## config.mk

```make
export PLATFORM = sky130hd
export DESIGN_NAME = fetch_queue
export DESIGN_NICKNAME = d
export VERILOG_FILES = /design/src/rtl/fetch_pkg.sv /design/src/rtl/fetch_fifo.sv /design/src/rtl/fetch_queue.sv
export SDC_FILE = /design/constraint.sdc
export NUM_CORES = 1
export LEC_CHECK = 0
export ABC_AREA = 1
export BUFFER_PORTS_ARGS = -buffer_cell sky130_fd_sc_hd__buf_4
export CORE_MARGIN = 3
export CORE_UTILIZATION = 53
export DETAILED_ROUTE_END_ITERATION = 10
export MAX_ROUTING_LAYER = met4
export PLACE_DENSITY = 0.76
export SYNTH_ARGS = -nofsm -noshare
export SYNTH_HDL_FRONTEND = slang
export SYNTH_SLANG_ARGS = --single-unit
export TNS_END_PERCENT = 100
```

## constraint.sdc

```tcl
create_clock -name clock -period 4.38 [get_ports clock]
set_input_delay 0.219 -clock clock [delete_from_list [all_inputs] [get_ports clock]]
set_output_delay 0.219 -clock clock [all_outputs]
set_load 0.005 [all_outputs]
```

## src/rtl/fetch_pkg.sv

```systemverilog
// rtl/fetch_pkg.sv - shared defaults and queue-entry type for the instruction fetch queue
package fetch_pkg;

    localparam int XLEN_DEFAULT = 32;
    localparam logic [XLEN_DEFAULT-1:0] RESET_PC_DEFAULT = '0;

    // One decoded-side queue slot: the instruction word and the address it came from.
    typedef struct packed {
        logic [XLEN_DEFAULT-1:0] pc;
        logic [XLEN_DEFAULT-1:0] instr;
    } fetch_entry_t;

endpackage

```

## src/rtl/fetch_fifo.sv

```systemverilog
// rtl/fetch_fifo.sv - power-of-two FIFO with synchronous flush, used as the fetched-instruction queue
module fetch_fifo #(
    parameter int WIDTH = 64,
    parameter int DEPTH = 4,
    localparam int AW = $clog2(DEPTH)
) (
    input  logic             clock,
    input  logic             reset,
    input  logic             flush,
    input  logic             push,
    input  logic [WIDTH-1:0] push_data,
    input  logic             pop,
    output logic [WIDTH-1:0] pop_data,
    output logic             full,
    output logic             empty,
    output logic [AW:0]      count
);

    logic [WIDTH-1:0] mem_q [DEPTH];
    logic [AW-1:0]    wr_ptr_q;
    logic [AW-1:0]    rd_ptr_q;
    logic [AW:0]      count_q;
    logic             wr_en;
    logic             rd_en;

    assign empty    = (count_q == '0);
    assign full     = (count_q == (AW+1)'(DEPTH));
    assign count    = count_q;
    assign rd_en    = pop && !empty;
    // A pop in the same cycle frees the slot, so a full queue can still take a push.
    assign wr_en    = push && (!full || rd_en);
    assign pop_data = mem_q[rd_ptr_q];

    // Storage array; contents need no reset because count gates visibility.
    always_ff @(posedge clock) begin
        if (wr_en) begin
            mem_q[wr_ptr_q] <= push_data;
        end
    end

    // Pointers and occupancy; flush empties the queue in one cycle.
    always_ff @(posedge clock) begin
        if (reset || flush) begin
            wr_ptr_q <= '0;
            rd_ptr_q <= '0;
            count_q  <= '0;
        end else begin
            if (wr_en) begin
                wr_ptr_q <= wr_ptr_q + AW'(1);
            end
            if (rd_en) begin
                rd_ptr_q <= rd_ptr_q + AW'(1);
            end
            case ({wr_en, rd_en})
                2'b10:   count_q <= count_q + (AW+1)'(1);
                2'b01:   count_q <= count_q - (AW+1)'(1);
                default: count_q <= count_q;
            endcase
        end
    end

endmodule

```

## src/rtl/fetch_queue.sv

```systemverilog
// rtl/fetch_queue.sv - fetch PC, request throttling, redirect drop accounting; optional FETCH_QUEUE_MISALIGN_EN
module fetch_queue
    import fetch_pkg::*;
#(
    parameter int XLEN = XLEN_DEFAULT,
    parameter int DEPTH = 4,
    parameter logic [XLEN-1:0] RESET_PC = RESET_PC_DEFAULT
) (
    input  logic            clock,
    input  logic            reset,
    output logic            imem_req_valid,
    input  logic            imem_req_ready,
    output logic [XLEN-1:0] imem_req_addr,
    input  logic            imem_rsp_valid,
    input  logic [XLEN-1:0] imem_rsp_data,
    input  logic            redirect_valid,
    input  logic [XLEN-1:0] redirect_pc,
    input  logic            stall,
    output logic            out_valid,
    input  logic            out_ready,
    output logic [XLEN-1:0] out_pc,
`ifdef FETCH_QUEUE_MISALIGN_EN
    output logic            misalign,
`endif
    output logic [XLEN-1:0] out_instr
);

    localparam int CW = $clog2(DEPTH) + 1;
    localparam logic [CW:0] DEPTH_V = (CW+1)'(DEPTH);

    logic [XLEN-1:0]   pc_q, pc_d;
    logic [XLEN-1:0]   head_pc_q, head_pc_d;
    logic [CW-1:0]     inflight_q, inflight_d;
    logic [CW-1:0]     drop_q, drop_d;
    logic [CW-1:0]     fifo_count;
    logic              fifo_full;
    logic              fifo_empty;
    logic [CW:0]       occupancy;
    logic [XLEN-1:0]   redirect_target;
    logic              halted;
    logic              req_fire;
    logic              rsp_keep;
    logic              fifo_pop;
    logic [2*XLEN-1:0] fifo_head;

`ifdef FETCH_QUEUE_MISALIGN_EN
    logic misalign_q;
    assign redirect_target = redirect_pc;
    assign halted          = misalign_q;
    assign misalign        = misalign_q;

    // Sticky misalign flag: set by an unaligned redirect, cleared by an aligned one.
    always_ff @(posedge clock) begin
        if (reset) begin
            misalign_q <= 1'b0;
        end else if (redirect_valid) begin
            misalign_q <= |redirect_pc[1:0];
        end
    end
`else
    assign redirect_target = redirect_pc & ~XLEN'(3);
    assign halted          = 1'b0;
`endif

    // Queued plus outstanding entries bound the requests so responses always fit.
    assign occupancy      = {1'b0, fifo_count} + {1'b0, inflight_q};
    assign imem_req_valid = !reset && !stall && !redirect_valid && !halted
                            && !fifo_full && (occupancy < DEPTH_V);
    assign imem_req_addr  = pc_q;
    assign req_fire       = imem_req_valid && imem_req_ready;
    assign rsp_keep       = imem_rsp_valid && (drop_q == '0) && !redirect_valid;
    assign out_valid      = !fifo_empty;
    assign fifo_pop       = out_valid && out_ready && !redirect_valid;
    assign out_pc         = fifo_head[2*XLEN-1:XLEN];
    assign out_instr      = fifo_head[XLEN-1:0];

    // Next-state for PC, the PC of the next kept response, in-flight and drop counters.
    always_comb begin
        pc_d       = pc_q;
        head_pc_d  = head_pc_q;
        inflight_d = inflight_q;
        drop_d     = drop_q;
        if (redirect_valid) begin
            // Everything still outstanding belongs to the old path and must be dropped.
            pc_d       = redirect_target;
            head_pc_d  = redirect_target;
            inflight_d = inflight_q - CW'(imem_rsp_valid);
            drop_d     = inflight_q - CW'(imem_rsp_valid);
        end else begin
            if (req_fire) begin
                pc_d = pc_q + XLEN'(4);
            end
            case ({req_fire, imem_rsp_valid})
                2'b10:   inflight_d = inflight_q + CW'(1);
                2'b01:   inflight_d = inflight_q - CW'(1);
                default: inflight_d = inflight_q;
            endcase
            if (imem_rsp_valid && (drop_q != '0)) begin
                drop_d = drop_q - CW'(1);
            end
            if (rsp_keep) begin
                head_pc_d = head_pc_q + XLEN'(4);
            end
        end
    end

    // Fetch state registers; reset abandons all outstanding requests.
    always_ff @(posedge clock) begin
        if (reset) begin
            pc_q       <= RESET_PC;
            head_pc_q  <= RESET_PC;
            inflight_q <= '0;
            drop_q     <= '0;
        end else begin
            pc_q       <= pc_d;
            head_pc_q  <= head_pc_d;
            inflight_q <= inflight_d;
            drop_q     <= drop_d;
        end
    end

    fetch_fifo #(
        .WIDTH(2*XLEN),
        .DEPTH(DEPTH)
    ) u_fifo (
        .clock     (clock),
        .reset     (reset),
        .flush     (redirect_valid),
        .push      (rsp_keep),
        .push_data ({head_pc_q, imem_rsp_data}),
        .pop       (fifo_pop),
        .pop_data  (fifo_head),
        .full      (fifo_full),
        .empty     (fifo_empty),
        .count     (fifo_count)
    );

endmodule

```

## Yosys cells after proc, flatten, opt, wreduce, memory -nomap -nowiden

Memory sizes are Yosys's and may differ from the RTL's. A register that Yosys moved wholly into a read port is not among the register bits.
Cells that the tools add are included.

- Bits in registers: 77
- Memory bits (writable): 256
- Input bits: 71
- Memories kept: 1

- Add/subtract/negate cells: 11
- $lt $le $gt $ge: 1
- Eq/ne operators: 5
- Mux-type cells: 13
- Reduce and logical (&&, ||, !) cells: 28

Memories:

| name | words | bits a word | rd ports | clocked after memory_dff | wr ports | RTL line | text |
|---|---|---|---|---|---|---|---|
| u_fifo.mem_q | 4 | 64 | 1 | 1 | 1 | fetch_fifo.sv:19 | `logic [WIDTH-1:0] mem_q [DEPTH];` |

Operators by type and width:

| kind | count |
|---|---|
| $mux 32 | 4 |
| $add 32x3->32 const B | 2 |
| $logic_and 1x1->1 | 12 |
| $pmux 3 s2 | 2 |
| $mux 3 | 3 |
| $sub 3x1->3 const B | 3 |
| $reduce_bool 2->1 | 4 |
| $add 3x1->3 const B | 2 |
| $logic_not 3->1 | 2 |
| $reduce_bool 3->1 | 2 |
| $logic_not 1->1 | 5 |
| $add 2x1->2 const B | 2 |
| $add 3x3->4 | 1 |
| $eq 2x1->1 const B | 2 |
| $eq 2x2->1 const B | 2 |
| $lt 4x3->1 const B | 1 |
| $mux 2 | 2 |
| $eq 3x3->1 const B | 1 |
| $sub 3x1->3 | 1 |
| $logic_or 1x1->1 | 2 |
| $mux 1 | 2 |
| $reduce_or 2->1 | 1 |

## Longest topological paths before layout

- Word-level depth: 9
- Gate-level depth with buffers: 13
- Gate-level depth less buffers: 13

## Cells and area by module

From an unflattened synthesis, not the netlist that was laid out.

- Cell total of the unflattened synthesis: 1458
- Area total of the unflattened synthesis: 14682.8 um2

Modules (own cells, without submodules):

| module | times used | cells each | area an instance (um2) | sequential area each (um2) |
|---|---|---|---|---|
| fetch_fifo | 1 | 687 | 9995.8 | 7867.5 |
| fetch_queue | 1 | 771 | 4687.0 | 1321.3 |

## Worst setup path after synthesis

No wires, ideal clock.

- Kind: register to register
- From: reg drop_q[0]
- To: mem u_fifo.mem_q[0][0] (enable)
- Arrival time: 3.657 ns
- Path slack: 0.241 ns
- Stages on the path, launching flop included: 7
- Buffers on the path: 0
- Clock period less this slack: 4.139 ns
- Cell sequence: dfxtp_1 inv_1 ha_1 nand3_1 nor2_1 o21ai_1 nor2_1

- Word-level cells in the longest chain between the ends: 6

Ends and longest elaborated chain:

| element | RTL line | text |
|---|---|---|
| from (decl) | fetch_queue.sv:34 | `logic [CW-1:0] drop_q, drop_d;` |
| from (signal assigned) | fetch_queue.sv:118 | `drop_q <= drop_d;` |
| $logic_not 3->1 | fetch_queue.sv:71 | `assign rsp_keep = imem_rsp_valid && (drop_q == '0) && !redirect_valid;` |
| $logic_and 1x1->1 (2 in a row) | fetch_queue.sv:71 |  |
| $logic_and 1x1->1 | fetch_fifo.sv:31 | `assign wr_en = push && (!full \|\| rd_en);` |
| $mux 1 | fetch_fifo.sv:36 | `if (wr_en) begin` |
| $mux 1 (implied by the code) | fetch_fifo.sv:37 | `mem_q[wr_ptr_q] <= push_data;` |
| to (decl) | fetch_fifo.sv:19 |  |

No other way between the ends.

==> results.sh <==
export IMPL_status="finished clean"
export IMPL_dr_pass1_iters=5
export IMPL_timing_rr_start="drop_q[0]"
export IMPL_wl_met3_um=2410
export IMPL_highest_signal_layer="met4"
export IMPL_hold_viol=0
export IMPL_viasPerCell=5.53
export IMPL_power_density_nw_per_um2=379
export IMPL_fp_dieW_um=170
export IMPL_portBuffers=162
export IMPL_place_ws_ns=1.59
export IMPL_wire_per_inst_um=17.1
export IMPL_dr_wl_met2_um=16600
export IMPL_grt_pass1_wl_um=53700
export IMPL_startpoint_type="flip-flop"
export IMPL_drive_gt1_share_pct=14.1
export IMPL_r2r_slack_ns=1.70
export IMPL_synth_most_common_cell="nand2_1"
export IMPL_synth_area_leaders="edfxtp_1 (52%), dfxtp_1 (11%), nand2_1 (7.3%), nor2_1 (7.1%), o21ai_0 (5.9%)"
export IMPL_crit_chain="clkinv_2 -> buf_4 -> o21ai_0 -> o22ai_1 -> buf_4"
export IMPL_dp_cells=1904
export IMPL_overflow=0
export IMPL_fin_crit_sh_pct=75.4
export IMPL_drc=0
export IMPL_reg2reg_depth=7
export IMPL_yosysSeqAreaShare_pct=62.9
export IMPL_clk_pin_slew_ns=0.06
export IMPL_nets=1722
export IMPL_clock_path_buffers=3
export IMPL_fmax_mhz=303
export IMPL_slew_viol_final=0
export IMPL_synth_top_area_share_pct=52.4
export IMPL_cp_max_fo=71
export IMPL_arrival_ns=3.08
export IMPL_hpwl_um=21300
export IMPL_synth_ff_latch_count=323
export IMPL_routed_wl_um=34100
export IMPL_synth_cell_area_um2=14200
export IMPL_fin_ws_ns=1.08
export IMPL_crit_top_cell="buf_4"
export IMPL_ios=169
export IMPL_post_cts_setup_buffer_count=0
export IMPL_worst_pin_slew_ns=1.13
export IMPL_grt_max_degree=76
export IMPL_vias=11000
export IMPL_floorplan_rows=59
export IMPL_synth_edf_count=248
export IMPL_cts_buffers_inserted=31
export IMPL_instances_no_fill=1995
export IMPL_hp_class="input port to flip-flop"
export IMPL_ys_flop_type="edfxtp_1"
export IMPL_slowest_delay_ns=0.84
export IMPL_cap_viol_max_count=0
export IMPL_fp_coreArea_um2=26200
export IMPL_syn_inst=1462
export IMPL_start_util_pct=54.3
export IMPL_syn_to_final_growth_pct=19.2
export IMPL_drtAntennaViolNets=0
export IMPL_ys_types=38
export IMPL_worstHoldPathCells=3
export IMPL_cts_tree="built"
export IMPL_antenna_cells=0
export IMPL_fin_setup_tns_ns=0
export IMPL_ir_worst_vdd_v=0.000301
export IMPL_holdCritStartpoint="redirect_pc[7]"
export IMPL_routabilityCongestion=0.903
export IMPL_cts_sink_count=323
export IMPL_yosysTopAreaCell="edfxtp_1"
export IMPL_required_ns=4.16
export IMPL_grt_setup_unrepaired="false"
export IMPL_hold_end="imem_req_addr[7]"
export IMPL_fin_worst_skew_ns=0.0145
export IMPL_grt_pass1_vias=10500
export IMPL_yosys_top_cells_count="nand2_1 (276), nor2_1 (269), edfxtp_1 (248)"
export IMPL_wl_met1_um=14400
export IMPL_r2r_end="u_fifo.mem_q[1][28]"
export IMPL_drt_initial_drc_count=957
export IMPL_avgSynthCellArea_um2=9.73
export IMPL_setup_worst_path_class="flip-flop to output port"
export IMPL_fin_crit_ns=3.30
export IMPL_leakage_nw=6.28
export IMPL_die_area_um2=28800
export IMPL_slowest_stage="clkinv_2"
export IMPL_yosysWarnings=0
export IMPL_antenna_found_initial=0
export IMPL_cp_end_kind="output port"
export IMPL_relSlewSlack_pct=24.3
export IMPL_grt_use_total_pct=23.9
export IMPL_worstSkewPairLatency_ns=0.54
export IMPL_dieHeight_um=170
export IMPL_h_tree_depth=1
export IMPL_async_reset_ff_share_pct=0
export IMPL_setup_viol=0
export IMPL_root_buffer="clkbuf_16"
-- cells by family (layout without fill, tap and decap cells) --
| logic type | after synthesis | count (layout) | synth area share (%) |
|---|---|---|---|
| other | 1 | 4 | 0.0264 |
| AOI/OAI and AO/OA | 316 | 316 | 12.0 |
| buffers and inverters | 158 | 353 | 4.69 |
| DFF | 323 | 323 | 62.9 |
| and+or+nand+nor | 638 | 638 | 18.2 |
| adders and majority gates | 14 | 14 | 1.34 |
| xor gates and xnor gates | 12 | 12 | 0.739 |
-- per-stage QoR --
stage                     hold WS (ns)  area (um^2)  util (%)  total power, mW
final                           0.0334        16900      64.7             6.42
after global routing            0.0283        16900      64.7             6.67
after CTS                      0.00529        16900      64.7             6.47
after detailed placement         0.421        15700      59.8             4.01
after global placement           0.420        15700      59.8             4.00
after floorplan                  0.318        14200         -             3.78
-- where the power goes --
part / switching [mW] / internal, mW / total, mW / leakage, nW
sequential: 0.0887 / 3.39 / 3.48 / 2.87
combinational: 0.277 / 0.222 / 0.499 / 2.95
clock: 1.06 / 1.39 / 2.44 / 0.453
-- flip-flops by register name, summed over array words and instances (netlist names), named ones only --
| signal | count |
|---|---|
| u_fifo.wr_ptr_q | 2 |
| u_fifo.count | 3 |
| imem_req_addr | 30 |
| inflight_q | 3 |
| head_pc_q | 30 |
| u_fifo.rd_ptr_q | 2 |
| drop_q | 3 |
| u_fifo.mem_q | 248 |
-- critical path, delay by kind of cell (launching register included) --
kind / cells / cell delay [ns]
flip-flops: 1 / 0.68
buffers and inverters: 3 / 1.51
AO/OA/AOI/OAI: 2 / 0.34
-- worst max path at each step --
| stage | start | endpoint | slack, ns | depth (start not counted) |
|---|---|---|---|---|
| 6_report | flip-flop | out_pc[13] | 1.08 | 5 |
| 5_1_grt | flip-flop | out_pc[13] | 0.73 | 5 |
| 4_1_cts | flip-flop | out_pc[13] | 1.04 | 5 |
| 3_5_place_dp | redirect_valid | u_fifo.count[2] | 1.59 | 10 |
| 3_3_place_gp | redirect_valid | u_fifo.count[2] | 1.66 | 10 |
| 2_1_floorplan | drop_q[0] | u_fifo.mem_q[0][0] | 0.24 | 6 |
-- layout make-up --
class	count	area, um^2
fillers	2086	9260
clock inverters	15	98.8
repair buffers	208	1660
clock buffers	41	833
multi-input cells	984	4650
well taps	335	419
inverters	89	335
flip-flops and latches	323	8950
-- metal layers --
layer	up-vias	global-route usage [%]
li1	5370	-
met1	5192	30.8
met2	420	40.2
met3	57	3.28
met4	0	6.15
met5	-	-
-- placed cells by master, fill, tap and decap left out, types with 2 or more instances in the layout --
master,netlist,final
a31oi_1,11,11
nor3_1,2,2
ha_1,12,12
xor2_1,9,9
xnor2_1,3,3
o22ai_1,63,63
inv_2,2,2
o21ai_1,3,3
nand2_1,276,276
nor2_4,1,5
clkbuf_1,49,8
dlygate4sd3_1,0,35
o21ai_0,167,167
clkbuf_16,0,31
nand3_1,68,68
nand4_1,6,6
clkinv_1,0,6
a21oi_1,58,58
nand3b_1,8,8
o21bai_1,8,8
nor2_2,2,2
conb_1,1,4
inv_1,87,86
clkinv_2,0,6
a211oi_1,2,2
o21a_1,2,2
dfxtp_1,75,73
edfxtp_1,248,248
nor2_1,269,265
clkbuf_8,0,2
buf_4,7,172
fa_1,2,2
-- repair_timing --
action                                 CTS  global route
resized for setup                        0             0
hold buffers                            35             0
endpoints found under the hold margin  132             0
(Power assumes the default switching activity.)
